$ cat src/rtl/alu_pkg.sv
// Shared ALU definitions: add/sub mode encoding and carry-lookahead group size.
package alu_pkg;

   typedef enum logic [1:0] {
      ADD  = 2'd0,
      SUB  = 2'd1,
      SADD = 2'd2,
      SSUB = 2'd3
   } alu_addsub_mode_e;

   localparam int CLA_GRP = 4;

endpackage

$ cat src/rtl/cla_group4.sv
// 4-bit carry-lookahead group: sum plus group propagate/generate for the next lookahead level.
// Purely combinational, no latency and no flow control.
module cla_group4
   import alu_pkg::*;
(
   input  logic [CLA_GRP-1:0] a,
   input  logic [CLA_GRP-1:0] b,
   input  logic               cin,
   output logic [CLA_GRP-1:0] sum,
   output logic               gp,
   output logic               gg,
   output logic               cout
);

   logic [CLA_GRP-1:0] p;
   logic [CLA_GRP-1:0] g;
   logic [CLA_GRP-1:0] c;

   assign p = a ^ b;
   assign g = a & b;

   assign c[0] = cin;
   assign c[1] = g[0] | (p[0] & cin);
   assign c[2] = g[1] | (p[1] & g[0]) | (p[1] & p[0] & cin);
   assign c[3] = g[2] | (p[2] & g[1]) | (p[2] & p[1] & g[0]) | (p[2] & p[1] & p[0] & cin);

   assign sum  = p ^ c;
   assign gp   = &p;
   assign gg   = g[3] | (p[3] & g[2]) | (p[3] & p[2] & g[1]) | (p[3] & p[2] & p[1] & g[0]);
   assign cout = gg | (gp & cin);

endmodule

$ cat src/rtl/cla_addsub_pipe.sv
// Pipelined CLA add/sub with saturation and flags; latency STAGES cycles.
// One global advance: every register holds while out_valid && !out_ready, and in_ready drops.
module cla_addsub_pipe
   import alu_pkg::*;
#(
   parameter int WIDTH  = 16,
   parameter int STAGES = 2
) (
   input  logic             clk,
   input  logic             rst,
   input  logic             in_valid,
   output logic             in_ready,
   input  logic [WIDTH-1:0] a,
   input  logic [WIDTH-1:0] b,
   input  logic [1:0]       mode,
   output logic             out_valid,
   input  logic             out_ready,
   output logic [WIDTH-1:0] result,
   output logic             cout,
   output logic             ovfl,
   output logic             zero,
   output logic             neg
);

   localparam int SW = WIDTH / STAGES;
   localparam int NG = SW / CLA_GRP;
   localparam int L  = STAGES - 1;
   localparam logic [WIDTH-1:0] SMAX = {1'b0, {(WIDTH-1){1'b1}}};
   localparam logic [WIDTH-1:0] SMIN = {1'b1, {(WIDTH-1){1'b0}}};

   generate
      if (STAGES < 1 || (WIDTH % (CLA_GRP * STAGES)) != 0) begin : g_bad_cfg
         $fatal(1, "cla_addsub_pipe: WIDTH must be a multiple of 4*STAGES and STAGES >= 1");
      end
   endgenerate

   logic adv;
   assign adv      = !out_valid || out_ready;
   assign in_ready = adv;

   // Stage k inputs (s_*) and combinational slice results (n_*)
   logic             s_vld  [STAGES];
   logic [1:0]       s_mode [STAGES];
   logic [WIDTH-1:0] s_a    [STAGES];
   logic [WIDTH-1:0] s_bx   [STAGES];
   logic [WIDTH-1:0] s_sum  [STAGES];
   logic             s_c    [STAGES];
   logic [WIDTH-1:0] n_sum  [STAGES];
   logic             n_c    [STAGES];

   // Inter-stage registers; r_*[k] feeds stage k
   logic             r_vld  [1:STAGES-1];
   logic [1:0]       r_mode [1:STAGES-1];
   logic [WIDTH-1:0] r_a    [1:STAGES-1];
   logic [WIDTH-1:0] r_bx   [1:STAGES-1];
   logic [WIDTH-1:0] r_sum  [1:STAGES-1];
   logic             r_c    [1:STAGES-1];

   generate
      for (genvar k = 0; k < STAGES; k++) begin : g_stage
         if (k == 0) begin : g_in
            assign s_vld[k]  = in_valid;
            assign s_mode[k] = mode;
            assign s_a[k]    = a;
            assign s_bx[k]   = mode[0] ? ~b : b;
            assign s_sum[k]  = '0;
            assign s_c[k]    = mode[0];
         end else begin : g_reg
            assign s_vld[k]  = r_vld[k];
            assign s_mode[k] = r_mode[k];
            assign s_a[k]    = r_a[k];
            assign s_bx[k]   = r_bx[k];
            assign s_sum[k]  = r_sum[k];
            assign s_c[k]    = r_c[k];
         end

         logic [NG-1:0]    gp;
         logic [NG-1:0]    gg;
         logic [NG-1:0]    gco_unused;
         logic [NG:0]      gc;
         logic [SW-1:0]    ssum;
         logic [WIDTH-1:0] nsum;
         logic             cterm;
         logic             cacc;

         for (genvar g = 0; g < NG; g++) begin : g_grp
            cla_group4 u_grp (
               .a    (s_a[k][k*SW + g*CLA_GRP +: CLA_GRP]),
               .b    (s_bx[k][k*SW + g*CLA_GRP +: CLA_GRP]),
               .cin  (gc[g]),
               .sum  (ssum[g*CLA_GRP +: CLA_GRP]),
               .gp   (gp[g]),
               .gg   (gg[g]),
               .cout (gco_unused[g])
            );
         end

         // Group-level lookahead: every group carry-in is a flat sum of products
         always_comb begin
            gc    = '0;
            cterm = 1'b0;
            cacc  = 1'b0;
            gc[0] = s_c[k];
            for (int g = 0; g < NG; g++) begin
               cterm = s_c[k];
               for (int j = 0; j <= g; j++) cterm = cterm & gp[j];
               cacc = cterm;
               for (int j = 0; j <= g; j++) begin
                  cterm = gg[j];
                  for (int h = j + 1; h <= g; h++) cterm = cterm & gp[h];
                  cacc = cacc | cterm;
               end
               gc[g+1] = cacc;
            end
         end

         always_comb begin
            nsum = s_sum[k];
            nsum[k*SW +: SW] = ssum;
         end

         assign n_sum[k] = nsum;
         assign n_c[k]   = gc[NG];
      end
   endgenerate

   always_ff @(posedge clk) begin
      if (rst) begin
         for (int i = 1; i < STAGES; i++) begin
            r_vld[i]  <= 1'b0;
            r_mode[i] <= '0;
            r_a[i]    <= '0;
            r_bx[i]   <= '0;
            r_sum[i]  <= '0;
            r_c[i]    <= 1'b0;
         end
      end else if (adv) begin
         for (int i = 1; i < STAGES; i++) begin
            r_vld[i]  <= s_vld[i-1];
            r_mode[i] <= s_mode[i-1];
            r_a[i]    <= s_a[i-1];
            r_bx[i]   <= s_bx[i-1];
            r_sum[i]  <= n_sum[i-1];
            r_c[i]    <= n_c[i-1];
         end
      end
   end

   logic             a_msb;
   logic             raw_ovfl;
   logic             sat;
   logic [WIDTH-1:0] fin;

   // Saturation direction follows the sign of A: overflow only happens away from it
   always_comb begin
      a_msb    = s_a[L][WIDTH-1];
      raw_ovfl = (a_msb == s_bx[L][WIDTH-1]) && (n_sum[L][WIDTH-1] != a_msb);
      sat      = raw_ovfl && ((s_mode[L] == SADD) || (s_mode[L] == SSUB));
      fin      = n_sum[L];
      if (sat) fin = a_msb ? SMIN : SMAX;
   end

   always_ff @(posedge clk) begin
      if (rst) begin
         out_valid <= 1'b0;
         result    <= '0;
         cout      <= 1'b0;
         ovfl      <= 1'b0;
         zero      <= 1'b0;
         neg       <= 1'b0;
      end else if (adv) begin
         out_valid <= s_vld[L];
         result    <= fin;
         cout      <= n_c[L];
         ovfl      <= raw_ovfl;
         zero      <= (fin == '0);
         neg       <= fin[WIDTH-1];
      end
   end

endmodule
$ cat config.mk
export PLATFORM = sky130hd
export DESIGN_NAME = cla_addsub_pipe
export DESIGN_NICKNAME = d
export VERILOG_FILES = /design/src/rtl/alu_pkg.sv /design/src/rtl/cla_group4.sv /design/src/rtl/cla_addsub_pipe.sv
export SDC_FILE = /design/constraint.sdc
export NUM_CORES = 1
export LEC_CHECK = 0
export BUFFER_PORTS_ARGS = -buffer_cell sky130_fd_sc_hd__buf_2
export CAP_MARGIN = 20
export CORE_MARGIN = 3
export CORE_UTILIZATION = 59
export DETAILED_ROUTE_END_ITERATION = 6
export GPL_TIMING_DRIVEN = 0
export PLACE_DENSITY = 0.9
export SLEW_MARGIN = 25
export SYNTH_ARGS = -nofsm -noshare
export SYNTH_HDL_FRONTEND = slang
export SYNTH_HIERARCHICAL = 1
export SYNTH_SLANG_ARGS = --single-unit
$ cat constraint.sdc
create_clock -name clk -period 7.4 [get_ports clk]
set_input_delay 0.74 -clock clk [delete_from_list [all_inputs] [get_ports clk]]
set_output_delay 0.74 -clock clk [all_outputs]
set_load 0.01 [all_outputs]
# After elaboration in Yosys (flattened, before gate mapping)
# Memories as Yosys holds them, arrays and structs flattened. A register that Yosys moved wholly into a read port is not among the register bits.
# Index checks and enable logic that the tools add are counted.
# totals
ramBits	44
wordCells	162
register_bits	20
output_inout_bits	22
input_bits	38
n_memories	6
# mem_list
name	depth	width	read_ports	rd_clocked_by_memory_dff	write_ports	line	text
r_a	1	16	1	0	1	cla_addsub_pipe.sv:54	logic [WIDTH-1:0] r_a [1:STAGES-1];
r_bx	1	16	1	0	1	cla_addsub_pipe.sv:55	logic [WIDTH-1:0] r_bx [1:STAGES-1];
r_sum	1	8	1	0	1	cla_addsub_pipe.sv:56	logic [WIDTH-1:0] r_sum [1:STAGES-1];
r_mode	1	2	1	0	1	cla_addsub_pipe.sv:53	logic [1:0] r_mode [1:STAGES-1];
r_c	1	1	1	0	1	cla_addsub_pipe.sv:57	logic r_c [1:STAGES-1];
r_vld	1	1	1	1	1	cla_addsub_pipe.sv:52	logic r_vld [1:STAGES-1];
# classes
mux	14
bitwise	123
reduce_logical	10
n_eq_ne	4
# op_table
operator	n
16-bit 2-to-1 mux	5
1-bit AND	62
1-bit bitwise OR	48
4-bit bitwise XOR	8
4-bit AND	4
16-bit zero test	1
16-bit NOT	1
4-bit AND reduction	4
8-bit 2-to-1 mux	1
1-bit 2-to-1 mux	7
2-bit == test, second input constant	2
1-bit logical AND	2
1-bit logical OR	2
2-bit 2-to-1 mux	1
1-bit == test	1
1-bit zero test	1
1-bit != test	1

# Longest topological paths before layout
# Gate-level depths: netlist of the first run.
# An unclocked memory read counts as a cell.
# logic_depth
depth_word	15
depth_mapped	14
mapped_depth_nobuf	12

# Modules after synthesis
# The synthesis of the first run kept the hierarchy.
# by_module_without_submodules
mod	seq_area_each_um2	instances	cells_each	area_per_inst_um2
cla_addsub_pipe	1211.2	1	187	2072.0
cla_group4	0.0	4	22	193.9

# Worst setup path after synthesis of the first run
# No wires, ideal clock.
# synth_path
path_type	input -> register
start	input port mode[0]
end	memory r_sum[1][5] (netlist bit) (data pin)
t_required_ps	7145
path_buffers	2
slack_ps	4366
arrival_time_ps	2779
setup_ps	255
stages	12
cell_sequence	buf_2 > buf_2 > xor2_1 > ha_1 > a21oi_2 > o21bai_1 > a21o_1 > a21o_1 > inv_1 > fa_1 > xnor2_1 > and2_1
# synth_lines
element	line	text
start, declared	cla_addsub_pipe.sv:15	input logic [1:0] mode,
end, declared	cla_addsub_pipe.sv:56	

# Worst setup path in the final report of the first run
# layout_path
start	memory r_bx[1][9]
end	register result[13]
# layout_via
elab_chain_len	13
elab_cells_between_ends	20
classes_between	eq/ne: 1; mux: 1; bitwise: 14; reduce/logical: 3; memory: 1
# layout_lines
element	line	text
start, declared	cla_addsub_pipe.sv:55	
memory read 1 x 16 bit (*)	--	
4-bit AND / 4-bit bitwise XOR (equally long branches)	cla_group4.sv:20, cla_group4.sv:19	
1-bit AND	cla_group4.sv:29	assign gg = g[3] | (p[3] & g[2]) | (p[3] & p[2] & g[1]) | (p[3] & p[2] & p[1] & g[0]);
1-bit bitwise OR / 1-bit AND (equally long branches)	cla_group4.sv:29	
1-bit bitwise OR (*)	cla_group4.sv:29	
via g_stage[1].gg[0]	cla_addsub_pipe.sv:78	logic [NG-1:0] gg;
1-bit bitwise OR (*)	--	
via g_stage[1].gc[1]	cla_addsub_pipe.sv:80	logic [NG:0] gc;
1-bit AND (*)	cla_group4.sv:25	assign c[3] = g[2] | (p[2] & g[1]) | (p[2] & p[1] & g[0]) | (p[2] & p[1] & p[0] & cin);
1-bit bitwise OR (*)	cla_group4.sv:25	
4-bit bitwise XOR (*)	cla_group4.sv:27	assign sum = p ^ c;
via g_stage[1].nsum[15]	cla_addsub_pipe.sv:82	logic [WIDTH-1:0] nsum;
1-bit != test (*)	cla_addsub_pipe.sv:157	raw_ovfl = (a_msb == s_bx[L][WIDTH-1]) && (n_sum[L][WIDTH-1] != a_msb);
1-bit logical AND (*)	cla_addsub_pipe.sv:157	
1-bit logical AND (*)	cla_addsub_pipe.sv:158	sat = raw_ovfl && ((s_mode[L] == SADD) || (s_mode[L] == SSUB));
16-bit 2-to-1 mux (*)	cla_addsub_pipe.sv:160	if (sat) fin = a_msb ? SMIN : SMAX;
end signal, assigned	cla_addsub_pipe.sv:173	result <= fin;
end, declared	cla_addsub_pipe.sv:18	output logic [WIDTH-1:0] result,
# Mark *: on every way through the listed nets, which the timed path passes. The rest lies on a longest branch.
# A chain may end at the register's enable or synchronous reset.

==> impl_metrics.ini, run 1 <==
[status]
outcome = completed

[layout]
drive_gt1_share_pct = 32.0
layout_common_cells = 64 x buf_2, 30 x nor2_1, 27 x edfxtp_1
utilization_pct = 73.7
nFillCells = 321
diodes = 0
instances_no_fill = 390
nNetsFinal = 395
final_common_cell = buf_2
syn_to_final_growth_pct = 17.0

[setup_path]
cp.buffers_inverters = 1
path_class = reg2reg
cp_max_fo = 10
critPathLaunchType = register
critPathCaptureType = register
arrival_ns = 3.35
crit_cells = 13
slowest_delay_ns = 0.41
cp_data_required_time_ns = 7.63
rr_worst_depth = 13
cp_top_family = compound AO/OA/AOI/OAI gates
critical_path.slowest_cell = edfxtp_1
path_cells = ha_1, a21oi_2, o21bai_1, a21o_1, a21o_1, a41oi_2, o21ai_2, xor2_1, and3b_1, o21ai_4, buf_4, a21oi_2, nor3_1

[grt]
grt_pass1_vias = 2000
gr-total-overflow = 0
grt_max_degree = 29
gr-usage-all-layers_pct = 19.7
grt_pass1_wl_um = 8520
antenna_found_initial = 0

[timing]
finalCriticalPeriod_ns = 3.12
timing.fmax_mhz = 321
rsz0062_at_grt = no
skew_ns = 0.00623
worst_pin_slew_ns = 0.660
max-slew-margin-rel_pct = 56.0
hold_viol = 0
tns_ns = 0
final_max_slew_viol_count = 0
setup_viol = 0
whs_ns = 0.456
timing.final.crit_share_pct = 42.1

[power]
p_sw_mw = 0.215
switching_share_pct = 29.8
leakage_nw = 1.55
peakVddDrop_mv = 0.0900
pwr-share-comb_pct = 27.6
cellPowerDensity_mw_per_mm2 = 219
p_int_mw = 0.508
seqPwrFrac_pct = 45.8
p_clk_share_pct = 26.7

[clock_network]
cts_sinks = 47
htreeDepth = 2
post_cts_resized = 0
cts_buffers = 5
cts_hold_buf = 0
cts_tree = done
clk_pin_slew_worst_paths_ns = 0.09
ctsLongestPathBuffers = 2
postCtsSetupRepairBufs = 0
clk_latency_ns = 0.31
cts-root-buf = clkbuf_8

[min_path]
holdPathStages = 2
hp-class = reg2reg

[floorplan]
design.die.area_mm2 = 0.00564
fp-row-count = 24
ios = 60
fp.dieH_um = 75.1
die_w_um = 75.1
start_util_pct = 63.0
core_area_mm2 = 0.00447

[route]
wl_met3_um = 281
viasPerCell = 5.35
ant_nets = 0
route.top_layer_used = met4
wl_um = 5100
drt-met1-wl_um = 2240
vias = 2086
drcViolationCount = 0
dr.pass1.iters = 4
wl_met2_um = 2510
first_iter_violations = 127
avgRoutedWirePerCell_um = 13.1

[placement]
dp_hpwl_um = 3960
place_congestion = 0.814
io_buffers = 59
dpl.cell_count = 382

[synth]
avgSynthCellArea_um2 = 10.4
synthesis.area_mm2 = 0.00282
synthCells = 271
yosys_warnings = 6
syn_nets = 329

[job]
max-cap-violations = 0
## registers in the layout, indices dropped and copies added, names as in the netlist
| name | flops |
|---|---|
| result | 16 |
| r_a | 8 |
| r_bx | 8 |
| r_sum | 8 |
| cout | 1 |
| out_valid | 1 |
| ovfl | 1 |
| r_c | 1 |
| r_mode | 1 |
| r_vld | 1 |
| zero | 1 |
## metrics by stage
step,cell area (um2),setup WS [ns],power [mW]
6_report,3300,4.28,0.723
5_1_grt,3300,4.06,0.762
4_1_cts,3300,4.28,0.727
3_5_place_dp,3180,3.96,0.536
3_3_place_gp,3180,4.01,0.527
2_1_floorplan,2820,4.37,0.481
## final timing paths
kind / to / slack [ns] / startpoint
max: result[13]$_SDFFE_PP0N_ / 4.28 / r_bx[1][9]$_SDFFCE_PN0P_
min: result[5]$_SDFFE_PP0N_ / 0.46 / result[5]$_SDFFE_PP0N_
max reg2reg: result[13]$_SDFFE_PP0N_ / 4.28 / r_bx[1][9]$_SDFFCE_PN0P_
min reg2reg: result[5]$_SDFFE_PP0N_ / 0.46 / result[5]$_SDFFE_PP0N_
## power by group through the flow
stage / Combinational (mW) / Sequential [mW] / Clock (mW)
3_5_place_dp: 0.199 / 0.337 / 0
5_1_grt: 0.224 / 0.334 / 0.203
4_1_cts: 0.201 / 0.331 / 0.195
3_3_place_gp: 0.192 / 0.335 / 0
6_report: 0.200 / 0.331 / 0.193
2_1_floorplan: 0.140 / 0.340 / 0
## worst reg2reg max path, cell delays in order (launching register included)
cell and delay [ns]:
edfxtp_1 0.41, ha_1 0.38, a21oi_2 0.21, o21bai_1 0.08, a21o_1 0.18, a21o_1 0.20, a41oi_2 0.17, o21ai_2 0.09
xor2_1 0.33, and3b_1 0.28, o21ai_4 0.23, buf_4 0.24, a21oi_2 0.08, nor3_1 0.17
## routing by layer
metal | global-route usage, % | up-vias
li1 | - | 1070
met4 | 6.92 | 0
met5 | 0 | -
met2 | 34.8 | 65
met3 | 3.87 | 7
met1 | 23.8 | 944
## area by class of cell
| type | count | area, um2 | share of cell area [%] |
|---|---|---|---|
| Buffer | 14 | 77.6 | 2.35 |
| Clock buffer | 5 | 68.8 | 2.09 |
| Clock inverter | 3 | 47.5 | 1.44 |
| Inverter | 24 | 90.1 | 2.73 |
| Multi-Input combinational cell | 186 | 1440 | 43.7 |
| Sequential cell | 47 | 1210 | 36.7 |
| Tap cell | 52 | 65.1 | 1.97 |
| Timing Repair Buffer | 59 | 295 | 8.96 |
No activity file was read; power rests on OpenSTA's default activity.
==> inputs of run 2 (changes only) <==
CORE_UTILIZATION = 49   (was 59)
PLACE_DENSITY = 0.81   (was 0.9)
clock period = 2.65 ns   (was 7.4 ns; I/O delays follow)
==> impl_metrics.ini, run 2 (synthesis gave the netlist of run 1 again) <==
[status]
outcome = finished with violations
violations = negative setup slack

[clock_network]
clk_latency_ns = 0.29
cts-root-buf = clkbuf_8
clk_pin_slew_worst_paths_ns = 0.09
ctsLongestPathBuffers = 2
htreeDepth = 2
cts_tree = done
cts_buffers = 5
cts_sinks = 47

[layout]
registers.top_by_ff_count = result
finalInstanceArea_mm2 = 0.00363
final_common_cell = buf_2
layout_common_cells = 62 x buf_2, 29 x nor2_1, 27 x edfxtp_1
regArea_mm2 = 0.00121
largest_reg_flops = 16
instances_no_fill = 417
diodes = 0
nNetsFinal = 404
syn_to_final_growth_pct = 29.0
utilization_pct = 68.1
drive_gt1_share_pct = 40.9
multi_input_area_mm2 = 0.00163
nFillCells = 413

[floorplan]
fp.dieH_um = 81.8
design.die.area_mm2 = 0.00670
start_util_pct = 52.8
die_w_um = 81.8
core_area_mm2 = 0.00534
fp-row-count = 26
ios = 60

[route]
viasPerCell = 5.06
avgRoutedWirePerCell_um = 13.5
wl_um = 5630
first_iter_violations = 76
ant_nets = 0
drcViolationCount = 0
dr.pass1.iters = 4
vias = 2110

[placement]
io_buffers = 59
place_ws_ns = -0.305
dpl.cell_count = 400
dp_hpwl_um = 4010
place_congestion = 0.790
placed_cell_area_mm2 = 0.00323

[power]
p_clk_share_pct = 23.5
switching_share_pct = 29.9
seqPwrFrac_pct = 43.8
p_sw_mw = 0.638
finalPower_mw = 2.13
p_int_mw = 1.50
cellPowerDensity_mw_per_mm2 = 587
peakVddDrop_mv = 0.289
pwr-share-comb_pct = 32.7
leakage_nw = 1.65

[grt]
grt_pass1_wl_um = 8680
antenna_found_initial = 0
gr-total-overflow = 0
gr-usage-all-layers_pct = 16.7
grt_pass1_vias = 1968
grt_max_degree = 29

[timing]
tns_ns = -1.02
timing.final.crit_share_pct = 108
finalCriticalPeriod_ns = 2.85
worst_slack_ns = -0.204
hold_viol = 0
rsz0062_at_grt = yes
final_max_slew_viol_count = 0
timing.fmax_mhz = 350
skew_ns = 0.00810
whs_ns = 0.248
max-slew-margin-rel_pct = 55.0
setup_viol = 14
worst_pin_slew_ns = 0.674

[setup_path]
arrival_ns = 3.07
cp.buffers_inverters = 2
ff2ff_setup_slack_ns = -0.20
r2r_start = r_bx[1][9]$_SDFFCE_PN0P_
crit_start = r_bx[1][9]$_SDFFCE_PN0P_
cp_top_family = adder cells
critPathCaptureType = register
critPathLaunchType = register
critical_path.slowest_cell = fa_2
path_class = reg2reg
path_cells = ha_4, a21oi_4, o21bai_1, a21o_1, a21o_1, inv_2, fa_2, inv_2, or4_4, nor2_4, nand4_1, o32ai_2
cp_max_fo = 4
cp_data_required_time_ns = 2.86
slowest_delay_ns = 0.52

[min_path]
hp-class = in2reg
worstHoldStart = in_valid

[job]
max-cap-violations = 0
[run 2: what timing repair did]
action / 4_1_cts / 5_1_grt
setup buffers: 6 / 4
endpoints found under the setup margin: 15 / 21
hold buffers: 0 / 0
cloned: 2 / 0
pin swaps: 8 / 33
resized for setup: 10 / 36
[run 2: metal layers]
layer / track usage (%) / up-vias / part of all wire (%)
met5: 0 / - / 0
met4: 5.98 / 0 / 2.1
met3: 3.40 / 10 / 4.5
met2: 28.4 / 58 / 51
met1: 21.1 / 961 / 43
li1: - / 1081 / -
[run 2: worst paths after layout]
path	endpoint	cells past startpoint
worst min-delay path	r_vld[1]$_DFFE_PP_	2
worst max-delay path	zero$_SDFFE_PP0N_	12
worst min register to register	result[5]$_SDFFE_PP0N_	2
worst max register to register	zero$_SDFFE_PP0N_	12
[run 2: layout make-up]
class                   count  share of cell area [%]
plain buffers              11                    1.76
clock buffers               5                    1.89
clock inverters             3                    1.07
inverters                  24                    2.48
multi-input cells         186                    44.8
flip-flops and latches     47                    33.3
well taps                  70                    2.41
repair buffers             71                    12.2
[run 2: power groups by stage]
| stage | Clock [mW] | Sequential, mW | Combinational [mW] |
|---|---|---|---|
| finish | 0.502 | 0.935 | 0.697 |
| detailed placement | 0 | 0.943 | 0.562 |
| global route | 0.542 | 0.946 | 0.773 |
| global placement | 0 | 0.940 | 0.547 |
| CTS | 0.508 | 0.926 | 0.611 |
| floorplan | 0 | 0.953 | 0.397 |
